## src/rtl/rst_pkg.sv

```systemverilog
// Shared types for the reset sequencer: cause codes, FSM states, and counter sizing.
package rst_pkg;

  typedef enum logic [1:0] {
    NONE = 2'b00,
    POR  = 2'b01,
    BTN  = 2'b10
  } rst_cause_e;

  typedef enum logic [1:0] {
    ASSERT  = 2'b00,
    HOLD    = 2'b01,
    RELEASE = 2'b10,
    RUN     = 2'b11
  } seq_state_e;

  function automatic int unsigned cnt_w(input int unsigned n);
    return (n == 0) ? 1 : $clog2(n + 1);
  endfunction

endpackage

```

## src/rtl/btn_debounce.sv

```systemverilog
// Pushbutton path: 2-flop synchronizer followed by a consecutive-sample debouncer.
module btn_debounce
  import rst_pkg::*;
#(
  parameter int unsigned DEBOUNCE_CYCLES = 500000
) (
  input  logic clk,
  input  logic reset_n,
  input  logic btn_n,
  output logic pressed
);

  localparam int unsigned CW = cnt_w(DEBOUNCE_CYCLES);
  localparam logic [CW-1:0] LAST =
    (DEBOUNCE_CYCLES == 0) ? '0 : CW'(DEBOUNCE_CYCLES - 1);

  logic sync1_q, sync2_q;
  logic lvl_q, lvl_d;
  logic [CW-1:0] cnt_q, cnt_d;

  // cnt tracks consecutive samples that disagree with the accepted level
  always_comb begin
    lvl_d = lvl_q;
    cnt_d = '0;
    if (sync2_q != lvl_q) begin
      if (cnt_q >= LAST) lvl_d = sync2_q;
      else cnt_d = cnt_q + CW'(1);
    end
  end

  always_ff @(posedge clk) begin
    if (!reset_n) begin
      sync1_q <= 1'b1;
      sync2_q <= 1'b1;
      lvl_q   <= 1'b1;
      cnt_q   <= '0;
    end else begin
      sync1_q <= btn_n;
      sync2_q <= sync1_q;
      lvl_q   <= lvl_d;
      cnt_q   <= cnt_d;
    end
  end

  assign pressed = ~lvl_q;

endmodule

```

## src/rtl/reset_sequencer.sv

```systemverilog
// Staged reset release after POR or a debounced button press.
// Button path compiled in only when RST_SEQ_BTN_EN is defined.
module reset_sequencer
  import rst_pkg::*;
#(
  parameter int unsigned NUM_STAGES      = 4,
  parameter int unsigned MIN_HOLD        = 16,
  parameter int unsigned STAGE_GAP       = 1000,
  parameter int unsigned DEBOUNCE_CYCLES = 500000
) (
  input  logic                  clk,
  input  logic                  reset_n,
  input  logic                  btn_n,
  output logic [NUM_STAGES-1:0] stage_rst_n,
  output logic                  ready,
  output logic [1:0]            rst_cause
);

  localparam int unsigned HW = cnt_w(MIN_HOLD);
  localparam int unsigned GW = cnt_w(STAGE_GAP);
  localparam int unsigned IW = cnt_w(NUM_STAGES);

  localparam logic [HW-1:0] HOLD_MAX = HW'(MIN_HOLD);
  localparam logic [GW-1:0] GAP_LAST =
    (STAGE_GAP == 0) ? '0 : GW'(STAGE_GAP - 1);
  localparam logic [IW-1:0] IDX_LAST = IW'(NUM_STAGES - 1);

  seq_state_e state_q, state_d;
  rst_cause_e cause_q, cause_d;
  logic [NUM_STAGES-1:0] stage_q, stage_d;
  logic ready_q, ready_d;
  logic [HW-1:0] hold_q, hold_d;
  logic [GW-1:0] gap_q, gap_d;
  logic [IW-1:0] idx_q, idx_d;
  logic btn_press;

`ifdef RST_SEQ_BTN_EN
  btn_debounce #(
    .DEBOUNCE_CYCLES(DEBOUNCE_CYCLES)
  ) u_btn (
    .clk    (clk),
    .reset_n(reset_n),
    .btn_n  (btn_n),
    .pressed(btn_press)
  );
`else
  logic unused_btn;
  assign unused_btn = btn_n & (DEBOUNCE_CYCLES != 0);
  assign btn_press  = 1'b0;
`endif

  always_comb begin
    state_d = state_q;
    cause_d = cause_q;
    stage_d = stage_q;
    ready_d = ready_q;
    hold_d  = hold_q;
    gap_d   = gap_q;
    idx_d   = idx_q;
    if (btn_press) begin
      state_d = ASSERT;
      cause_d = BTN;
      stage_d = '0;
      ready_d = 1'b0;
      hold_d  = '0;
      gap_d   = '0;
      idx_d   = '0;
    end else begin
      unique case (state_q)
        ASSERT: begin
          state_d = HOLD;
          hold_d  = '0;
        end
        HOLD: begin
          if (hold_q >= HOLD_MAX) begin
            stage_d[0] = 1'b1;
            gap_d      = '0;
            if (NUM_STAGES == 1) begin
              state_d = RUN;
              ready_d = 1'b1;
            end else begin
              state_d = RELEASE;
              idx_d   = IW'(1);
            end
          end else begin
            hold_d = hold_q + HW'(1);
          end
        end
        RELEASE: begin
          if (gap_q >= GAP_LAST) begin
            for (int i = 0; i < int'(NUM_STAGES); i++)
              if (idx_q == IW'(i)) stage_d[i] = 1'b1;
            gap_d = '0;
            // ready rises together with the final stage
            if (idx_q >= IDX_LAST) begin
              state_d = RUN;
              ready_d = 1'b1;
            end else begin
              idx_d = idx_q + IW'(1);
            end
          end else begin
            gap_d = gap_q + GW'(1);
          end
        end
        RUN: ;
        default: state_d = ASSERT;
      endcase
    end
  end

  always_ff @(posedge clk) begin
    if (!reset_n) begin
      state_q <= ASSERT;
      cause_q <= POR;
      stage_q <= '0;
      ready_q <= 1'b0;
      hold_q  <= '0;
      gap_q   <= '0;
      idx_q   <= '0;
    end else begin
      state_q <= state_d;
      cause_q <= cause_d;
      stage_q <= stage_d;
      ready_q <= ready_d;
      hold_q  <= hold_d;
      gap_q   <= gap_d;
      idx_q   <= idx_d;
    end
  end

  assign stage_rst_n = stage_q;
  assign ready       = ready_q;
  assign rst_cause   = cause_q;

endmodule

```

## config.mk

```make
export PLATFORM = sky130hd
export DESIGN_NAME = reset_sequencer
export DESIGN_NICKNAME = d
export VERILOG_FILES = /design/src/rtl/rst_pkg.sv /design/src/rtl/btn_debounce.sv /design/src/rtl/reset_sequencer.sv
export SDC_FILE = /design/constraint.sdc
export NUM_CORES = 1
export LEC_CHECK = 0
export CAP_MARGIN = 10
export CORE_MARGIN = 2
export CORE_UTILIZATION = 51
export CTS_CLUSTER_SIZE = 12
export DETAILED_ROUTE_END_ITERATION = 10
export PLACE_DENSITY = 0.7
export REMOVE_ABC_BUFFERS = 1
export SYNTH_ARGS = -nofsm -noshare
export SYNTH_HDL_FRONTEND = slang
export SYNTH_HIERARCHICAL = 1
export SYNTH_SLANG_ARGS = --single-unit
```

## constraint.sdc

```tcl
create_clock -name clk -period 2.1 [get_ports clk]
set_input_delay 0.525 -clock clk [delete_from_list [all_inputs] [get_ports clk]]
set_output_delay 0.525 -clock clk [all_outputs]
set_load 0.03 [all_outputs]
```

; Word level (Yosys, flattened, before mapping)
; Index checks and enable logic that the tools add are counted.
[word_totals]
ram_bits = 0
mem_count = 0
rom_bits = 0
inputBits = 3
regBits = 25
latchBits = 0
[op_classes]
n_addsub = 3
n_eq_ne = 11
n_shift = 0
n_lt_le_gt_ge = 3
n_reduce_logical = 14
mul = 0
n_div = 0
bitwise_logic = 0
n_mux = 17
[ops]
columns = cell, n
row1 = $mux 10, 2
row2 = $pmux 10 s2, 1
row3 = $ne 2x2->1 const B, 6
row4 = $reduce_and 3->1, 4
row5 = $reduce_and 4->1, 3
row6 = $add 10x1->10 const B, 1
row7 = $ge 10x10->1 const B, 1
row8 = $pmux 5 s2, 1
row9 = $mux 3, 3
row10 = $eq 3x2->1 const B, 2
row11 = $mux 2, 3
row12 = $pmux 2 s3, 1
row13 = $pmux 3 s2, 1
row14 = $add 5x1->5 const B, 1
row15 = $ge 5x5->1 const B, 1
row16 = $mux 5, 1
row17 = $reduce_and 2->1, 2
row18 = $reduce_bool 2->1, 2
row19 = $add 3x1->3 const B, 1
row20 = $eq 3x1->1 const B, 1
row21 = $ge 3x2->1 const B, 1
row22 = $logic_not 3->1, 1
row23 = $mux 1, 3
row24 = $reduce_bool 3->1, 1
row25 = other kinds (4), 4

; Longest topological paths before layout
; Gate-level depths: netlist (run 1).
[depth]
depth_word = 4
depth_mapped = 7

; Least setup slack after synthesis (run 1)
; No wires, ideal clock.
[synth_path]
path_type = reg-to-reg
startpoint = register idx_q[0]
endpoint = register idx_q[1]
n_path_buf = 0
period_less_slack_ns = 2.035
setup_slack_ns = 0.065
stages_incl_launch_ff = 7
setup_ns = 0.075
arrival_time_ns = 1.960
path_cell_list = dfxtp_1 > ha_1 > ha_1 > a211o_1 > or4_4 > or3_1 > a31oi_1
[synth_between]
elab_chain_cells = 4
elab_cells_between_ends = 7
[synth_rtl]
columns = element, line_no
row1 = "start, declared", reset_sequencer.sv:34  ; logic [IW-1:0] idx_q, idx_d;
row2 = "start signal, assigned", reset_sequencer.sv:127  ; idx_q <= idx_d;
row3 = $add 3x1->3, reset_sequencer.sv:99  ; idx_d = idx_q + IW'(1);
row4 = $mux 3, reset_sequencer.sv:95  ; if (idx_q >= IDX_LAST) begin
row5 = $mux 3, reset_sequencer.sv:90  ; if (gap_q >= GAP_LAST) begin
row6 = $pmux 3 s2, reset_sequencer.sv:69  ; unique case (state_q)
; Parallel ways exist; a longest one is shown, timed or not. The select of a mux whose other input is x is not followed.
; A chain may end at the register's enable or synchronous reset.

; Final worst setup path (run 1)
[layout_path]
startpoint = register idx_q[0]
endpoint = register idx_q[2]
; The elaborated chain is that of the path after synthesis.

==> impl_metrics.tcl, run 1 <==
set metrics [dict create \
    cts_tree "done" \
    design_area_mm2 0.001435 \
    antenna_left 0 \
    hp-class "reg -> reg" \
    clkLatencyLatePin_ns 0.32 \
    wirelength_um 2431 \
    finish.net_count 178 \
    ys_warn_count 6 \
    worst_ir_drop_vdd_mv 0.5208 \
    timing_worst_slew_pin_value_ns 0.5753 \
    critical_path_arrival_ns 2.35 \
    initial_cell_density_of_the_core 0.5288 \
    maxClockFrequency_mhz 479.6 \
    synth_top_cell_area_share 0.3891 \
    report.final.slew_viol_count 0 \
    wire_length_of_the_first_global_routing_pass_um 3712 \
    cts_hold_repair.buffers 0 \
    power.density_cell_area_mw_per_mm2 866.0 \
    route.detailed.drc 0 \
    io-pin-count 10 \
    largest_family_of_logic_cells_by_synthesized_area "simple AND/OR/NAND/NOR gates" \
    vias_in_the_first_global_route 888 \
    outcome "finished clean" \
    synth_adder_area_share 0.1167 \
    synth_mux_area_frac 0.02432 \
    global_route.overflow_total 0 \
    clock_pin_slew_worst_setup_and_hold_paths_ns 0.13 \
    synth-edff-count 0 \
    skew_ns 0.001789 \
    synth-compound-area-share 0.1527 \
    floorplan.die.width_um 54.22 \
    core_area_mm2 0.002432 \
    critical_path.endpoint_type "flop" \
    regToRegSetupSlack_ns 0.01 \
    grt_antenna_before_repair 0 \
    critical_path.reg2reg.startpoint "idx_q[0]" \
    io_buffer_count 6 \
    critPathKind "reg -> reg" \
    netlist_instances 152 \
    worst_setup_path_start_kind "flop" \
    synth-simple-area-share 0.2072 \
    drtIter0Drc 30 \
    fin_util 0.5900 \
    yosysTopAreaCell "sky130_fd_sc_hd__dfxtp_1" \
    top_flip_flop_cell_by_instance_count_after_synthesis "sky130_fd_sc_hd__dfxtp_1" \
    num_rows 18 \
    flow.area_growth_from_synthesis_pct 11.58 \
    worst_r2r_end "idx_q[2]" \
    vias 1065 \
    hold_path.startpoint "stage_rst_n[2]" \
    yosysSeqAreaShare 0.3891 \
    post-cts-setup-buffers 0 \
    fillers 220 \
    n_antenna_cell 0 \
    vias_per_cell 5.547 \
    timing.slew.headroom 0.6135 \
    reg2regPathDepth 6 \
    ys_ff_latch 25 \
    floorplan.die_area_mm2 0.002940 \
    power_leakage_nw 0.5111 \
    globalplace.congestion 0.8646 \
    share_of_final_layout_standard_cells_stronger_than_drive_strength_1 0.1049 \
    first_pass_iters 4 \
    postSynthAreaPerCell_um2 8.462 \
    post_drt_wl_per_cell_um 12.66 \
    cts.sink_count 25 \
    netlist_area_mm2 0.001286 \
    synth_xor_xnor_area_share 0.05447 \
    worst_ep_required_time_ns 2.36 \
    synth_top_cells_by_area "sky130_fd_sc_hd__dfxtp_1, sky130_fd_sc_hd__ha_1, sky130_fd_sc_hd__nand2_1" \
    ys_types 33 \
    hold_end "stage_rst_n[2]" \
    post_cts.resized_instances 0 \
    detailed_place.area_mm2 0.001399 \
    critPathMaxFanout 5 \
    yosysMostFrequentCell "sky130_fd_sc_hd__dfxtp_1" \
    finalWorstPathRequiredPeriod_ns 2.085 \
    clock_tree.root_cell "sky130_fd_sc_hd__clkbuf_4" \
    holdPathStages 2 \
    timing.final.setup_violations 0 \
    report.final.hold_viol_count 0 \
    numCtsBuffers 3 \
    max-cap-violations 0 \
    maximum_number_of_pins_on_one_net_before_global_route_repair 14 \
    post-dp-hpwl_um 1757 \
    fin_crit_sh 0.9929 \
    global_routing_usage_summed_across_all_routing_layers 0.1775 \
    cts.path.max_buffers 2 \
    synth.top_cells.by_count "sky130_fd_sc_hd__dfxtp_1, sky130_fd_sc_hd__nand2_1, sky130_fd_sc_hd__nor2_1, sky130_fd_sc_hd__ha_1, sky130_fd_sc_hd__a21oi_1" \
    chipHeight_um 54.22 \
    async_s_r_ff_share_synth 0 \
    ctsHtreeMaxLevel 1 \
]
-- how the worst max path moves through the flow --
stage,endpoint,slack (ns),start
detailed placement,idx_q[1],0.05,idx_q[0]
finish,idx_q[2],0.01,idx_q[0]
global placement,idx_q[1],0.07,idx_q[0]
CTS,idx_q[1],0.02,idx_q[0]
floorplan,idx_q[1],0.06,idx_q[0]
global route,idx_q[2],-0.07,idx_q[2]
-- through the flow --
stage | TNS, ns | power (mW) | std cells | setup slack [ns] | hold slack (ns)
after floorplan | 0 | 0.8949 | 146 | 0.06484 | 0.4624
after global placement | 0 | 1.010 | 188 | 0.06817 | 0.4361
after detailed placement | 0 | 1.032 | 188 | 0.05227 | 0.4514
after CTS | 0 | 1.246 | 192 | 0.01992 | 0.4775
after global routing | -0.06645 | 1.322 | 192 | -0.06645 | 0.4993
final | 0 | 1.243 | 192 | 0.01496 | 0.4696
-- sequential cells by signal (all words and copies together), names as in the netlist --
register     cells
state_q          2
ready            1
hold_q           5
gap_q           10
idx_q            3
stage_rst_n      4
-- where the power goes --
group,internal (mW),switching [mW],total (mW),leakage (nW)
Clock,0.0745,0.142,0.217,0.0150
Combinational,0.182,0.277,0.459,0.293
Sequential,0.523,0.0442,0.567,0.203
-- area by class of cell --
cell class / instances / area [um2] / share of cell area
Multi-Input combinational cell: 112 / 730.7 / 0.5092
Sequential cell: 25 / 501.7 / 0.3496
Timing Repair Buffer: 12 / 105.1 / 0.07323
Tap cell: 30 / 37.54 / 0.02616
Inverter: 9 / 33.78 / 0.02354
Clock buffer: 4 / 26.28 / 0.01831
-- worst max-delay path: stages (launching register included) --
cell                      delay (ns)
sky130_fd_sc_hd__dfxtp_2        0.35
sky130_fd_sc_hd__ha_2           0.18
sky130_fd_sc_hd__ha_2           0.17
sky130_fd_sc_hd__a211o_1        0.24
sky130_fd_sc_hd__or4_4          0.56
sky130_fd_sc_hd__or3_1          0.36
sky130_fd_sc_hd__a21oi_2        0.16
-- logic make-up (layout without fill, tap and decap cells) --
family,count (synthesis),after routing
buffers and inverters,15,25
AOI/OAI and AO/OA,31,31
muxes,3,3
adders and majority gates,12,12
other,2,2
DFF,25,25
and+or+nand+nor,56,56
xor gates and xnor gates,8,8
-- placed cells by master (no fill, tap or decap), types with 2 or more instances in the layout --
| cell | count |
|---|---|
| sky130_fd_sc_hd__nor4_1 | 2 |
| sky130_fd_sc_hd__a21oi_1 | 9 |
| sky130_fd_sc_hd__nand2b_1 | 2 |
| sky130_fd_sc_hd__nand3_1 | 7 |
| sky130_fd_sc_hd__nor2b_1 | 2 |
| sky130_fd_sc_hd__nor3_1 | 5 |
| sky130_fd_sc_hd__nand2_1 | 17 |
| sky130_fd_sc_hd__xor2_1 | 2 |
| sky130_fd_sc_hd__a31oi_1 | 3 |
| sky130_fd_sc_hd__clkbuf_4 | 3 |
| sky130_fd_sc_hd__buf_4 | 6 |
| sky130_fd_sc_hd__dfxtp_1 | 24 |
| sky130_fd_sc_hd__ha_2 | 2 |
| sky130_fd_sc_hd__or3_1 | 2 |
| sky130_fd_sc_hd__mux2i_1 | 2 |
| sky130_fd_sc_hd__a211oi_1 | 2 |
| sky130_fd_sc_hd__inv_1 | 8 |
| sky130_fd_sc_hd__ha_1 | 10 |
| sky130_fd_sc_hd__clkdlybuf4s50_1 | 6 |
| sky130_fd_sc_hd__o21ai_0 | 9 |
| sky130_fd_sc_hd__conb_1 | 2 |
| sky130_fd_sc_hd__nand4_1 | 3 |
| sky130_fd_sc_hd__nor2_1 | 14 |
| sky130_fd_sc_hd__xnor2_1 | 6 |
-- routing by layer --
metal | part of all wire | vias up | global-route usage
met4 | 0.030 | 0 | 0.1000
met2 | 0.48 | 15 | 0.2912
met5 | 0 | - | 0
met1 | 0.47 | 498 | 0.2230
li1 | - | 545 | -
met3 | 0.023 | 7 | 0.02459
Power figures use the tool's default switching activity.
==> inputs of run 2 (changes only) <==
ABC_AREA = 1   (was unset)
==> run 2 against run 1 <==
- synthesized cell count up 20%
- final area grew 1.0%
- setup slack improved by 0.23 ns
- critical path type is now reg -> out
- critical path depth fell by 5
- sequential power is 5.8% higher
- highest routed layer unchanged
- non-clock buffer count is 5 lower
- hold slack worse by 0.010 ns
- first-iteration DRC count up 3.3%
- maximum frequency increased by 13%
- largest power group is now combinational logic
- via count is 3.0% higher
- clock power shrank 3%
==> impl_metrics.tcl, run 2 <==
set metrics [dict create \
    outcome "finished clean" \
    hp-class "reg -> reg" \
    design_area_mm2 0.001450 \
    clock_pin_slew_worst_setup_and_hold_paths_ns 0.13 \
    num_rows 18 \
    largest_register_ff_count 10 \
    floorplan.die_area_mm2 0.003096 \
    synth-edff-count 0 \
    critPathKind "reg -> out" \
    skew_ns 0.003519 \
    grt_antenna_before_repair 0 \
    maximum_number_of_pins_on_one_net_before_global_route_repair 14 \
    n_antenna_cell 0 \
    p_total_mw 1.466 \
    critPathMaxFanout 2 \
    regToRegSetupSlack_ns 0.37 \
    synth_top_cells_by_area "sky130_fd_sc_hd__dfxtp_1, sky130_fd_sc_hd__ha_1, sky130_fd_sc_hd__nand2_1" \
    chipHeight_um 55.64 \
    timing.critical_path.cells "clkdlybuf4s50_1" \
    timing.setup.tns_ns 0 \
    power_leakage_nw 0.5751 \
    cts.sink_count 25 \
    worstPathBufferInverterCount 1 \
    first_pass_iters 4 \
    vias_in_the_first_global_route 1070 \
    dominant_delay_contributor_by_cell_family_on_the_critical_path "buffers and inverters" \
    netlist_instances 182 \
    power.density_cell_area_mw_per_mm2 1011 \
    regMostFlops "gap_q" \
    worst_setup_path_start_kind "flop" \
    ctsHtreeMaxLevel 1 \
    core_area_mm2 0.002500 \
    io-pin-count 10 \
    layout.cells.most_common_list "sky130_fd_sc_hd__nand2_1, sky130_fd_sc_hd__nor2_1, sky130_fd_sc_hd__dfxtp_1" \
    fin_crit_sh 0.8818 \
    critical_path_arrival_ns 1.33 \
    cts.path.max_buffers 2 \
    reg2regPathDepth 7 \
    ys_types 27 \
    io_buffer_count 6 \
    setup_repair_after_global_routing_missed_its_margin "no" \
    yosysTopAreaCell "sky130_fd_sc_hd__dfxtp_1" \
    detailed_place.area_mm2 0.001424 \
    setup_ws_ns 0.2483 \
    globalplace.congestion 0.7407 \
    post_cts.resized_instances 0 \
    route.detailed.drc 0 \
    fin_util 0.5801 \
    initial_cell_density_of_the_core 0.5440 \
    finalWorstPathRequiredPeriod_ns 1.852 \
    finish.net_count 204 \
    post-dp-hpwl_um 1774 \
    worst_ir_drop_vdd_mv 0.5910 \
    wirelength_um 2292 \
    clkLatencyLatePin_ns 0.31 \
    postSynthAreaPerCell_um2 7.473 \
    worst_r2r_end "gap_q[5]" \
    global_route.overflow_total 0 \
    clock_tree.root_cell "sky130_fd_sc_hd__clkbuf_4" \
    post-cts-setup-buffers 0 \
    drtIter0Drc 31 \
    holdPathStages 2 \
    maxClockFrequency_mhz 540.0 \
    flow.area_growth_from_synthesis_pct 6.624 \
    netlist_area_mm2 0.001360 \
    top_flip_flop_cell_by_instance_count_after_synthesis "sky130_fd_sc_hd__dfxtp_1" \
    timing.final.setup_violations 0 \
    synth_top_cell_area_share 0.3680 \
    crit_path_top_delay_cell "sky130_fd_sc_hd__clkdlybuf4s50_1" \
    hold_end "stage_rst_n[3]" \
    critical_path.reg2reg.startpoint "state_q[0]" \
    wire_length_of_the_first_global_routing_pass_um 4243 \
    floorplan.die.width_um 55.64 \
    report.final.slew_viol_count 0 \
    cts_hold_repair.buffers 0 \
    ys_warn_count 6 \
    max-cap-violations 0 \
    pre_cts_ws_ns 0.3790 \
    async_s_r_ff_share_synth 0 \
    antenna_left 0 \
    worst_ep_required_time_ns 1.57 \
    critical_path.endpoint_type "output port" \
    global_routing_usage_summed_across_all_routing_layers 0.1661 \
    max_stage_delay_ns 0.67 \
    vias 1097 \
    vias_per_cell 5.032 \
    hold_path.startpoint "stage_rst_n[3]" \
    post_drt_wl_per_cell_um 10.51 \
    yosysSeqAreaShare 0.3680 \
    cts_tree "done" \
    synth.top_cells.by_count "sky130_fd_sc_hd__nand2_1, sky130_fd_sc_hd__nor2_1, sky130_fd_sc_hd__dfxtp_1, sky130_fd_sc_hd__inv_1, sky130_fd_sc_hd__nand3_1" \
    report.final.hold_viol_count 0 \
    numCtsBuffers 3 \
    ys_ff_latch 25 \
    share_of_final_layout_standard_cells_stronger_than_drive_strength_1 0.09574 \
]
[run 2: cell count changes after synthesis, moves of 6 or more]
cell	delta
sky130_fd_sc_hd__inv_1	+12
sky130_fd_sc_hd__nand2_1	+12
sky130_fd_sc_hd__nand3_1	+9
sky130_fd_sc_hd__nor2_1	+15
sky130_fd_sc_hd__o21ai_0	-8
sky130_fd_sc_hd__xnor2_1	-6
[run 2: worst max path at each step]
stage,from,end,slack [ns],cells past startpoint
3_5_place_dp,state_q[0],gap_q[5],0.38,7
3_3_place_gp,state_q[0],gap_q[5],0.41,7
2_1_floorplan,state_q[0],gap_q[5],0.59,7
4_1_cts,stage_rst_n[0],stage_rst_n[0],0.23,1
5_1_grt,state_q[0],gap_q[7],0.15,8
6_report,stage_rst_n[2],stage_rst_n[2],0.25,1
[run 2: kinds of logic (layout without fill, tap and decap cells)]
logic type | after synthesis | in the layout | synth area share
adder cells (fa/ha/maj) | 12 | 12 | 0.1104
AO/OA/AOI/OAI | 22 | 22 | 0.1003
AND/OR/NAND/NOR | 90 | 90 | 0.3008
other | 2 | 2 | 0.005522
XOR/XNOR | 3 | 3 | 0.01932
flip-flops | 25 | 25 | 0.3680
buffers and inverters | 28 | 34 | 0.09567
[run 2: routing by layer]
layer | wire (um) | vias up | GRT usage | share of wire
li1 | - | 589 | - | -
met1 | 1014 | 492 | 0.1953 | 0.44
met2 | 1199 | 14 | 0.3095 | 0.52
met3 | 64 | 2 | 0.02791 | 0.028
met4 | 13 | 0 | 0.04181 | 0.0057
met5 | 0 | - | 0 | 0
[run 2: cell type report]
cell class / instances / area [um2]
Tap cell: 30 / 37.54
Multi-Input combinational cell: 129 / 729.5
Timing Repair Buffer: 7 / 67.56
Clock buffer: 4 / 26.28
Fill cell: 243 / 1050
Sequential cell: 25 / 500.5
Inverter: 23 / 88.84
[run 2: power breakdown]
part	internal, mW	switching, mW	leakage (nW)	total (mW)
sequential	0.540	0.0599	0.203	0.600
combinational	0.223	0.432	0.357	0.655
clock	0.0741	0.137	0.0150	0.211
total	0.837	0.629	0.575	1.47
[run 2: metrics by stage]
stage | std cells | hold slack (ns)
floorplan | 177 | 0.4367
global placement | 214 | 0.4380
detailed placement | 214 | 0.4463
CTS | 218 | 0.4651
global route | 218 | 0.4917
finish | 218 | 0.4596
